--- src/rtl/shift_ctrl_pkg.sv ---
// Shared types and helpers for the I2S shift/gain control slice.
package shift_ctrl_pkg;

    typedef enum logic {
        CH_L = 1'b0,
        CH_R = 1'b1
    } ch_e;

    // One ramp step of an applied shift toward its target; holds once equal.
    function automatic int step_toward(input int cur, input int tgt);
        if (cur < tgt) begin
            return cur + 1;
        end else if (cur > tgt) begin
            return cur - 1;
        end
        return cur;
    endfunction

endpackage

--- src/rtl/i2s_edge_detect.sv ---
// I2S framing detector in the clk domain: bclk edges, word starts
// (lrclk change seen at a bclk fall) and frame starts (left word start).
// Decodes identically to the shift datapath so both agree on word timing.
module i2s_edge_detect
    import shift_ctrl_pkg::*;
(
    input  logic clk,
    input  logic rst_n,
    input  logic bclk,
    input  logic lrclk,
    output logic bclk_fall,
    output logic bclk_rise,
    output logic word_start,
    output logic frame_start,
    output ch_e  word_ch
);

    logic bclk_prev;
    logic lrclk_prev;

    // Track previous bclk every clk; capture lrclk only at bclk falls.
    always_ff @(posedge clk or negedge rst_n) begin
        // NOTE: registers use non-blocking assignments so every flop samples pre-edge values.
        if (!rst_n) begin
            bclk_prev  <= 1'b0;
            lrclk_prev <= 1'b0;
        end else begin
            bclk_prev <= bclk;
            if (bclk_fall) begin
                lrclk_prev <= lrclk;
            end
        end
    end

    assign bclk_fall   = bclk_prev & ~bclk;
    assign bclk_rise   = ~bclk_prev & bclk;
    assign word_start  = bclk_fall & (lrclk != lrclk_prev);
    assign frame_start = word_start & ~lrclk;
    assign word_ch     = ch_e'(lrclk);

endmodule

--- src/rtl/shift_gain_ctrl.sv ---
// Per-channel gain (shift) scheduler for the bit-serial I2S shift datapath.
// Holds left/right target shifts, ramps the applied shift one step every
// RAMP_FRAMES frames, and presents the current word's shift on shift_o.
// Optional feature macro: I2S_GAIN_MUTE_EN adds a mute input that ramps both
// channels to MAX_SHIFT while preserving the programmed targets.
module shift_gain_ctrl
    import shift_ctrl_pkg::*;
#(
    parameter  int MAX_SHIFT   = 7,
    parameter  int RAMP_FRAMES = 4,
    localparam int SW          = $clog2(MAX_SHIFT + 1)
) (
    input  logic          clk,
    input  logic          rst_n,
    input  logic          bclk,
    input  logic          lrclk,
    input  logic          cfg_valid,
    output logic          cfg_ready,
    input  logic          cfg_ch,
    input  logic [SW-1:0] cfg_shift,
`ifdef I2S_GAIN_MUTE_EN
    input  logic          mute,
`endif
    output logic [SW-1:0] shift_o,
    output logic          busy
);

    localparam int             FCW    = (RAMP_FRAMES > 1) ? $clog2(RAMP_FRAMES) : 1;
    localparam logic [SW-1:0]  MAX_S  = SW'(MAX_SHIFT);
    localparam logic [FCW-1:0] LAST_F = FCW'(RAMP_FRAMES - 1);

    logic [1:0][SW-1:0] cur_q;
    logic [1:0][SW-1:0] tgt_q;
    logic [1:0][SW-1:0] eff_tgt;
    logic [1:0][SW-1:0] cur_d;
    logic [FCW-1:0]     frame_cnt;
    logic [SW-1:0]      cfg_sat;
    logic               word_start;
    logic               frame_start;
    ch_e                word_ch;
    logic               step_now;
    logic               cfg_fire;
    logic               bclk_fall_unused;
    logic               bclk_rise_unused;

    i2s_edge_detect u_edge (
        .clk         (clk),
        .rst_n       (rst_n),
        .bclk        (bclk),
        .lrclk       (lrclk),
        .bclk_fall   (bclk_fall_unused),
        .bclk_rise   (bclk_rise_unused),
        .word_start  (word_start),
        .frame_start (frame_start),
        .word_ch     (word_ch)
    );

    // Ramp steps happen only on the last frame boundary of each ramp period;
    // config is held off in that same cycle so a write never races a step.
    assign step_now  = frame_start && (frame_cnt == LAST_F);
    assign cfg_ready = ~frame_start;
    assign cfg_fire  = cfg_valid & cfg_ready;
    assign cfg_sat   = (int'(cfg_shift) > MAX_SHIFT) ? MAX_S : cfg_shift;

    // Effective target: programmed target, or full attenuation while muted.
    always_comb begin
        // NOTE: every always_comb output gets a default first so no path infers a latch.
        eff_tgt = tgt_q;
`ifdef I2S_GAIN_MUTE_EN
        if (mute) begin
            eff_tgt = {2{MAX_S}};
        end
`endif
    end

    // Next applied shift per channel: one step toward the target on a ramp step.
    always_comb begin
        cur_d = cur_q;
        if (step_now) begin
            for (int ch = 0; ch < 2; ch++) begin
                cur_d[ch] = SW'(step_toward(int'(cur_q[ch]), int'(eff_tgt[ch])));
            end
        end
    end

    assign busy = (cur_q[0] != eff_tgt[0]) | (cur_q[1] != eff_tgt[1]);

    // Frame counter paces the ramp: wraps on the stepping frame boundary.
    always_ff @(posedge clk or negedge rst_n) begin
        if (!rst_n) begin
            frame_cnt <= '0;
        end else if (frame_start) begin
            if (frame_cnt == LAST_F) begin
                frame_cnt <= '0;
            end else begin
                frame_cnt <= frame_cnt + 1'b1;
            end
        end
    end

    // Applied/target shift state and the per-word shift presented to the datapath.
    always_ff @(posedge clk or negedge rst_n) begin
        // NOTE: the two-entry shift arrays are plain flops with functional reset values
        // (fade in from full attenuation), so they are reset like any other state.
        if (!rst_n) begin
            cur_q   <= {2{MAX_S}};
            tgt_q   <= '0;
            shift_o <= MAX_S;
        end else begin
            cur_q <= cur_d;
            if (cfg_fire) begin
                tgt_q[cfg_ch] <= cfg_sat;
            end
            if (word_start) begin
                shift_o <= cur_d[word_ch];
            end
        end
    end

endmodule

--- config.mk ---
export PLATFORM = sky130hd
export DESIGN_NAME = shift_gain_ctrl
export DESIGN_NICKNAME = d
export VERILOG_FILES = /design/src/rtl/shift_ctrl_pkg.sv /design/src/rtl/i2s_edge_detect.sv /design/src/rtl/shift_gain_ctrl.sv
export SDC_FILE = /design/constraint.sdc
export NUM_CORES = 1
export LEC_CHECK = 0
export CAP_MARGIN = 0
export CORE_ASPECT_RATIO = 0.9
export CORE_MARGIN = 5
export CORE_UTILIZATION = 54
export CTS_CLUSTER_SIZE = 10
export DETAILED_ROUTE_END_ITERATION = 7
export PLACE_DENSITY = 0.76
export SKIP_LAST_GASP = 1
export SLEW_MARGIN = 30
export SYNTH_ARGS = -nofsm -noshare
export SYNTH_HDL_FRONTEND = slang
export SYNTH_SLANG_ARGS = --single-unit
export TNS_END_PERCENT = 5
--- constraint.sdc ---
create_clock -name clk -period 2.38 [get_ports clk]
set_input_delay 0.714 -clock clk [delete_from_list [all_inputs] [get_ports clk]]
set_output_delay 0.714 -clock clk [all_outputs]
set_load 0.005 [all_outputs]
==> results.yml, run 1 <==
sta:
  finalCriticalPeriod_ps: 2340
  worst_pin_slew_ps: 368
  setup_viol: 0
  fin_worst_skew_ps: 5.32
  rsz0062_at_grt: "true"
  slew_violations: 0
  fin_ws_ps: 36.2
  min_period_over_period: 0.985
  hold_viol_final: 0
  fmax_mhz: 427
  holdWs_ps: 509
  slew_headroom: 0.751
route:
  drt-met1-wl_mm: 1.10
  avgViaCountPerCell: 5.61
  route.met2.wl_mm: 1.34
  first_iter_violations: 23
  wl_mm: 2.58
  ant_nets: 0
  met3_length_um: 113
  drc: 0
  routed.top_layer: "met4"
  vias: 982
  dr.pass1.iters: 4
  wire_per_inst_um: 14.8
pwr:
  p_int_uw: 813
  comb_power_share: 0.477
  p_sw_frac: 0.358
  powerDensity_mw_per_mm2: 837
  p_switching_uw: 453
  p_leak_uw: 0.000714
  power_uw: 1270
  vdd_drop_max_mv: 0.549
  pwr-share-seq: 0.391
  p_clk_frac: 0.132
worst_setup_path:
  cp-end-kind: "primary output"
  path_cells: "dlygate4sd2_1 > nor4bb_2 > buf_4 > clkinv_1 > buf_2"
  critPathMaxFanout: 2
  critPathKind: "primary input to primary output"
  worst_setup_path_start_kind: "primary input"
  max_stage_delay_ps: 300
  critPathRequiredTime_ps: 1670
  crit_family: "buffers and inverters"
  cp_slowest_cell: "nor4bb_2"
  cp.arrival_ps: 1630
  crit_buf_inv: 4
die:
  fp.dieH_um: 54.6
  num_rows: 16
  start_util: 0.557
  design.core.area_mm2: 0.00214
  die_area_mm2: 0.00325
  fp.dieW_um: 59.5
  num_io_pins: 14
yosys:
  synth_seq_area_share: 0.408
  yosysTopAreaCell: "dfrtp_1"
  synthFlopType: "dfrtp_1"
  syn_inst: 119
  synth-seq-cells: 19
  synth_cell_types: 39
  syn-cell-area_mm2: 0.00119
  synth_top_area_share: 0.210
  synth_area_leaders: "dfrtp_1 (21%), dfstp_2 (20%), ha_1 (12%), mux2_2 (6.6%), inv_1 (4.1%)"
  ys_warn_count: 0
  syn_area_per_cell_um2: 10.0
  synth_edf_count: 0
  synth_nets: 139
  synthArstFlopShare: 1.00
clock_tree:
  cts.sinks: 19
  cts_tree: "done"
  cts_root_buffer: "clkbuf_4"
  clk_path_buf_depth: 2
  path_clk_slew_ps: 110
  cts_buffers: 3
  htreeDepth: 1
  clk_latency_ps: 300
final_layout:
  final_common_cell: "buf_4"
  drive_gt1_frac: 0.311
  diodes: 0
  fill_cells: 175
  final_cell_mix: "buf_4 (15), inv_1 (11), nand2_1 (10), dfrtp_1 (10)"
  stdcell_count: 175
  synthToLayoutAreaGrowth_pct: 26.9
  utilization: 0.706
  num-nets-final: 169
placed_design:
  gp_congestion: 0.842
  dp.final_hpwl_mm: 1.97
  dp_slack_ps: -480
  dp_cells: 170
  portBuffers: 13
min_path:
  hold_class: "flip-flop to flip-flop"
run_status:
  status: "completed"
global_route:
  grt_pass1_vias: 1015
  grt_pass1_wl_mm: 4.29
  grt_max_degree: 20
  grt_antenna_before_repair: 0
  grt_use_total: 0.178
  grt_overflow: 0
flow_run:
  drv_cap: 0
==> state kept, by name (all words and copies together), names as in the netlist <==
name / count
eff_tgt: 6
u_edge.bclk_prev: 1
cur_q: 6
u_edge.lrclk_prev: 1
frame_cnt: 2
shift_o: 3
==> what timing repair did <==
| item | 4_1_cts | 5_1_grt |
|---|---|---|
| hold buffers | 0 | 0 |
| pin swaps | 3 | 0 |
| resized for setup | 9 | 6 |
| endpoints found under the setup margin | 2 | 2 |
| buffers inserted | 0 | 1 |
==> cells in the mapped netlist (2+ instances only) <==
cell	count
nand3_1	5
dfstp_2	9
xnor2_1	4
o31ai_1	2
a211o_1	2
nand2b_1	2
a2bb2oi_1	2
and3_1	3
nor2_1	3
o21ai_0	2
mux2_2	7
nand3b_1	2
o22ai_1	2
nor3b_1	2
ha_1	11
o211ai_1	2
dfrtp_1	10
a21oi_1	7
nand2_1	10
inv_1	13
==> final cells by class <==
cell class	count	area, um2	area share
clock buffers	4	26.3	0.0174
flip-flops and latches	19	487	0.322
repair buffers	28	235	0.156
well taps	27	33.8	0.0223
multi-input cells	83	678	0.448
inverters	14	52.6	0.0347
==> per-layer routing <==
layer | track usage | vias to the layer above
met5 | 0 | -
met2 | 0.344 | 19
met3 | 0.0283 | 4
li1 | - | 492
met1 | 0.197 | 467
met4 | 0.0664 | 0
==> through the flow <==
step	cell area, um2	TNS, ps
floorplan	1190	0
global placement	1450	-1010
detailed placement	1450	-1410
CTS	1470	-32.7
global route	1510	-14.5
finish	1510	0
==> final timing paths <==
kind | start | endpoint | slack [ps] | cells past startpoint
worst min register to register | shift_o[0] | shift_o[0] | 510 | 2
min in group asynchronous | rst_n | eff_tgt[5] | 730 | 2
max in group asynchronous | rst_n | cur_q[2] | 1380 | 2
worst max-delay path | lrclk | cfg_ready | 40 | 5
worst min-delay path | shift_o[0] | shift_o[0] | 510 | 2
worst max register to register | cur_q[1] | shift_o[2] | 380 | 7
==> worst reg2reg max path, delay by kind of cell (launching register included) <==
kind	cells	cell delay, ps
compound gates	3	560
fa+ha+maj	1	280
simple gates	1	170
flops	1	590
xor+xnor	1	200
buf+inv	1	120
==> power groups by stage <==
stage	Sequential (uW)	Clock, uW	Combinational (uW)
final	495	167	603
after global routing	508	186	676
after CTS	489	175	566
after detailed placement	494	0	553
after global placement	490	0	525
after floorplan	485	0	357
==> cells by family after synthesis <==
| family | synth area share |
|---|---|
| simple gates | 0.154 |
| mux | 0.0661 |
| buf+inv | 0.0577 |
| compound gates | 0.169 |
| fa+ha+maj | 0.115 |
| flops | 0.408 |
| xor+xnor | 0.0294 |
(Power assumes the default switching activity.)
==> run 2, diff against run 1 <==
Settings changed: CORE_MARGIN 5 to 1.
==> results.yml, run 2 (synthesis results as in run 1) <==
worst_setup_path:
  r2r-start: "cur_q[5]"
  path_cells: "inv_2 > ha_4 > and3_4 > nand2_1 > dlygate4sd2_1"
  cp-end-kind: "primary output"
  startpoint: "cur_q[3]"
  crit_family: "flip-flops"
  critPathRequiredTime_ps: 1670
  cp.arrival_ps: 1650
  critPathKind: "flip-flop to primary output"
  worst_setup_path_start_kind: "flip-flop"
  critPathMaxFanout: 2
  cp_slowest_cell: "dfstp_2"
  crit_buf_inv: 2
  max_stage_delay_ps: 550
placed_design:
  dp.final_hpwl_mm: 2.05
  dp_cells: 168
  portBuffers: 13
  gp_congestion: 0.820
  post_dp_cell_area_mm2: 0.00144
route:
  wire_per_inst_um: 16.0
  drc: 0
  ant_nets: 0
  first_iter_violations: 12
  dr.pass1.iters: 4
  vias: 1014
  avgViaCountPerCell: 5.79
  wl_mm: 2.79
sta:
  hold_viol_final: 0
  slew_violations: 0
  setup_viol: 0
  finalCriticalPeriod_ps: 2370
  rsz0062_at_grt: "true"
  worst_pin_slew_ps: 366
  min_period_over_period: 0.994
  fin_worst_skew_ps: 4.64
  fmax_mhz: 423
  slew_headroom: 0.753
die:
  num_rows: 15
  fp.dieW_um: 51.5
  design.core.area_mm2: 0.00199
  num_io_pins: 14
  fp.dieH_um: 46.6
  start_util: 0.599
  die_area_mm2: 0.00240
pwr:
  p_leak_uw: 0.000722
  vdd_drop_max_mv: 0.535
  powerDensity_mw_per_mm2: 855
global_route:
  grt_pass1_vias: 1045
  grt_pass1_wl_mm: 4.65
  grt_max_degree: 20
  grt_overflow: 0
  grt_antenna_before_repair: 0
  grt_use_total: 0.274
clock_tree:
  cts_buffers: 3
  htreeDepth: 1
  clk_path_buf_depth: 2
  clk_latency_ps: 300
  cts.sinks: 19
  cts_tree: "done"
  cts_root_buffer: "clkbuf_4"
  path_clk_slew_ps: 100
run_status:
  status: "completed"
min_path:
  min-delay-start: "eff_tgt[5]"
  hold_class: "flip-flop to flip-flop"
final_layout:
  drive_gt1_frac: 0.333
  num-nets-final: 171
  fin_area_mm2: 0.00154
  synthToLayoutAreaGrowth_pct: 29.5
  stdcell_count: 175
  final_cell_mix: "buf_4 (17), inv_1 (11), nand2_1 (10), dfrtp_1 (10)"
  final_common_cell: "buf_4"
  diodes: 0
  utilization: 0.776
flow_run:
  drv_cap: 0
[run 2: cell count changes in the layout (fill, tap and decap cells not counted)]
cell	before	now
dlygate4sd2_1	2	3
clkinv_1	1	0
clkdlybuf4s15_1	1	0
buf_2	1	0
clkinv_2	0	1
clkbuf_2	0	1
ha_4	2	4
nor4bb_2	1	0
ha_1	9	7
nor4bb_1	0	1
buf_4	15	17
[run 2: report_power, final]
part / internal [uW] / switching, uW
Clock: 65.3 / 96.0
Combinational: 347 / 313
Sequential: 432 / 67.1
Total: 844 / 476
[run 2: area by class of cell]
type,count,area (um2)
clock buffers,4,26.3
fillers,144,445
inverters,14,53.8
multi-input cells,83,697
flip-flops and latches,19,487
well taps,25,31.3
repair buffers,30,249
[run 2: worst reg2reg max path, stage by stage (launching register included)]
cell and delay [ps]:
dfstp_2 570, ha_1 250, buf_4 150, a21oi_1 190, nand2_1 170, a41o_2 320
or3_1 370
[run 2: per-stage QoR]
| step | TNS, ps | hold WS [ps] | total power, uW | setup slack, ps |
|---|---|---|---|---|
| after global placement | -977 | 461 | 1010 | -439 |
| after floorplan | 0 | 418 | 842 | 221 |
| after global routing | -34.5 | 544 | 1410 | -34.5 |
| final | 0 | 522 | 1320 | 14.9 |
| after detailed placement | -1250 | 493 | 1060 | -460 |
| after CTS | -89.6 | 519 | 1300 | -89.6 |
[run 2: what timing repair did]
| action | 4_1_cts | 5_1_grt |
|---|---|---|
| pin swaps | 3 | 1 |
| setup endpoints to repair | 2 | 2 |
| gates resized for setup | 13 | 2 |
| hold buffers | 0 | 0 |
| buffers inserted | 3 | 0 |
[run 2: worst paths after layout]
check,cells past startpoint,slack (ps),endpoint
max,5,10,busy
min,1,520,eff_tgt[5]
max reg2reg,6,300,cur_q[5]
min reg2reg,1,520,eff_tgt[5]
max in group asynchronous,2,1370,cur_q[2]
min in group asynchronous,2,750,u_edge.bclk_prev
[run 2: metal layers]
layer / vias up / wire length [um] / track usage
met5: - / 0 / 0
met4: 0 / 37 / 0.0811
met3: 4 / 110 / 0.0660
met2: 27 / 1480 / 0.512
met1: 496 / 1170 / 0.312
li1: 487 / - / -
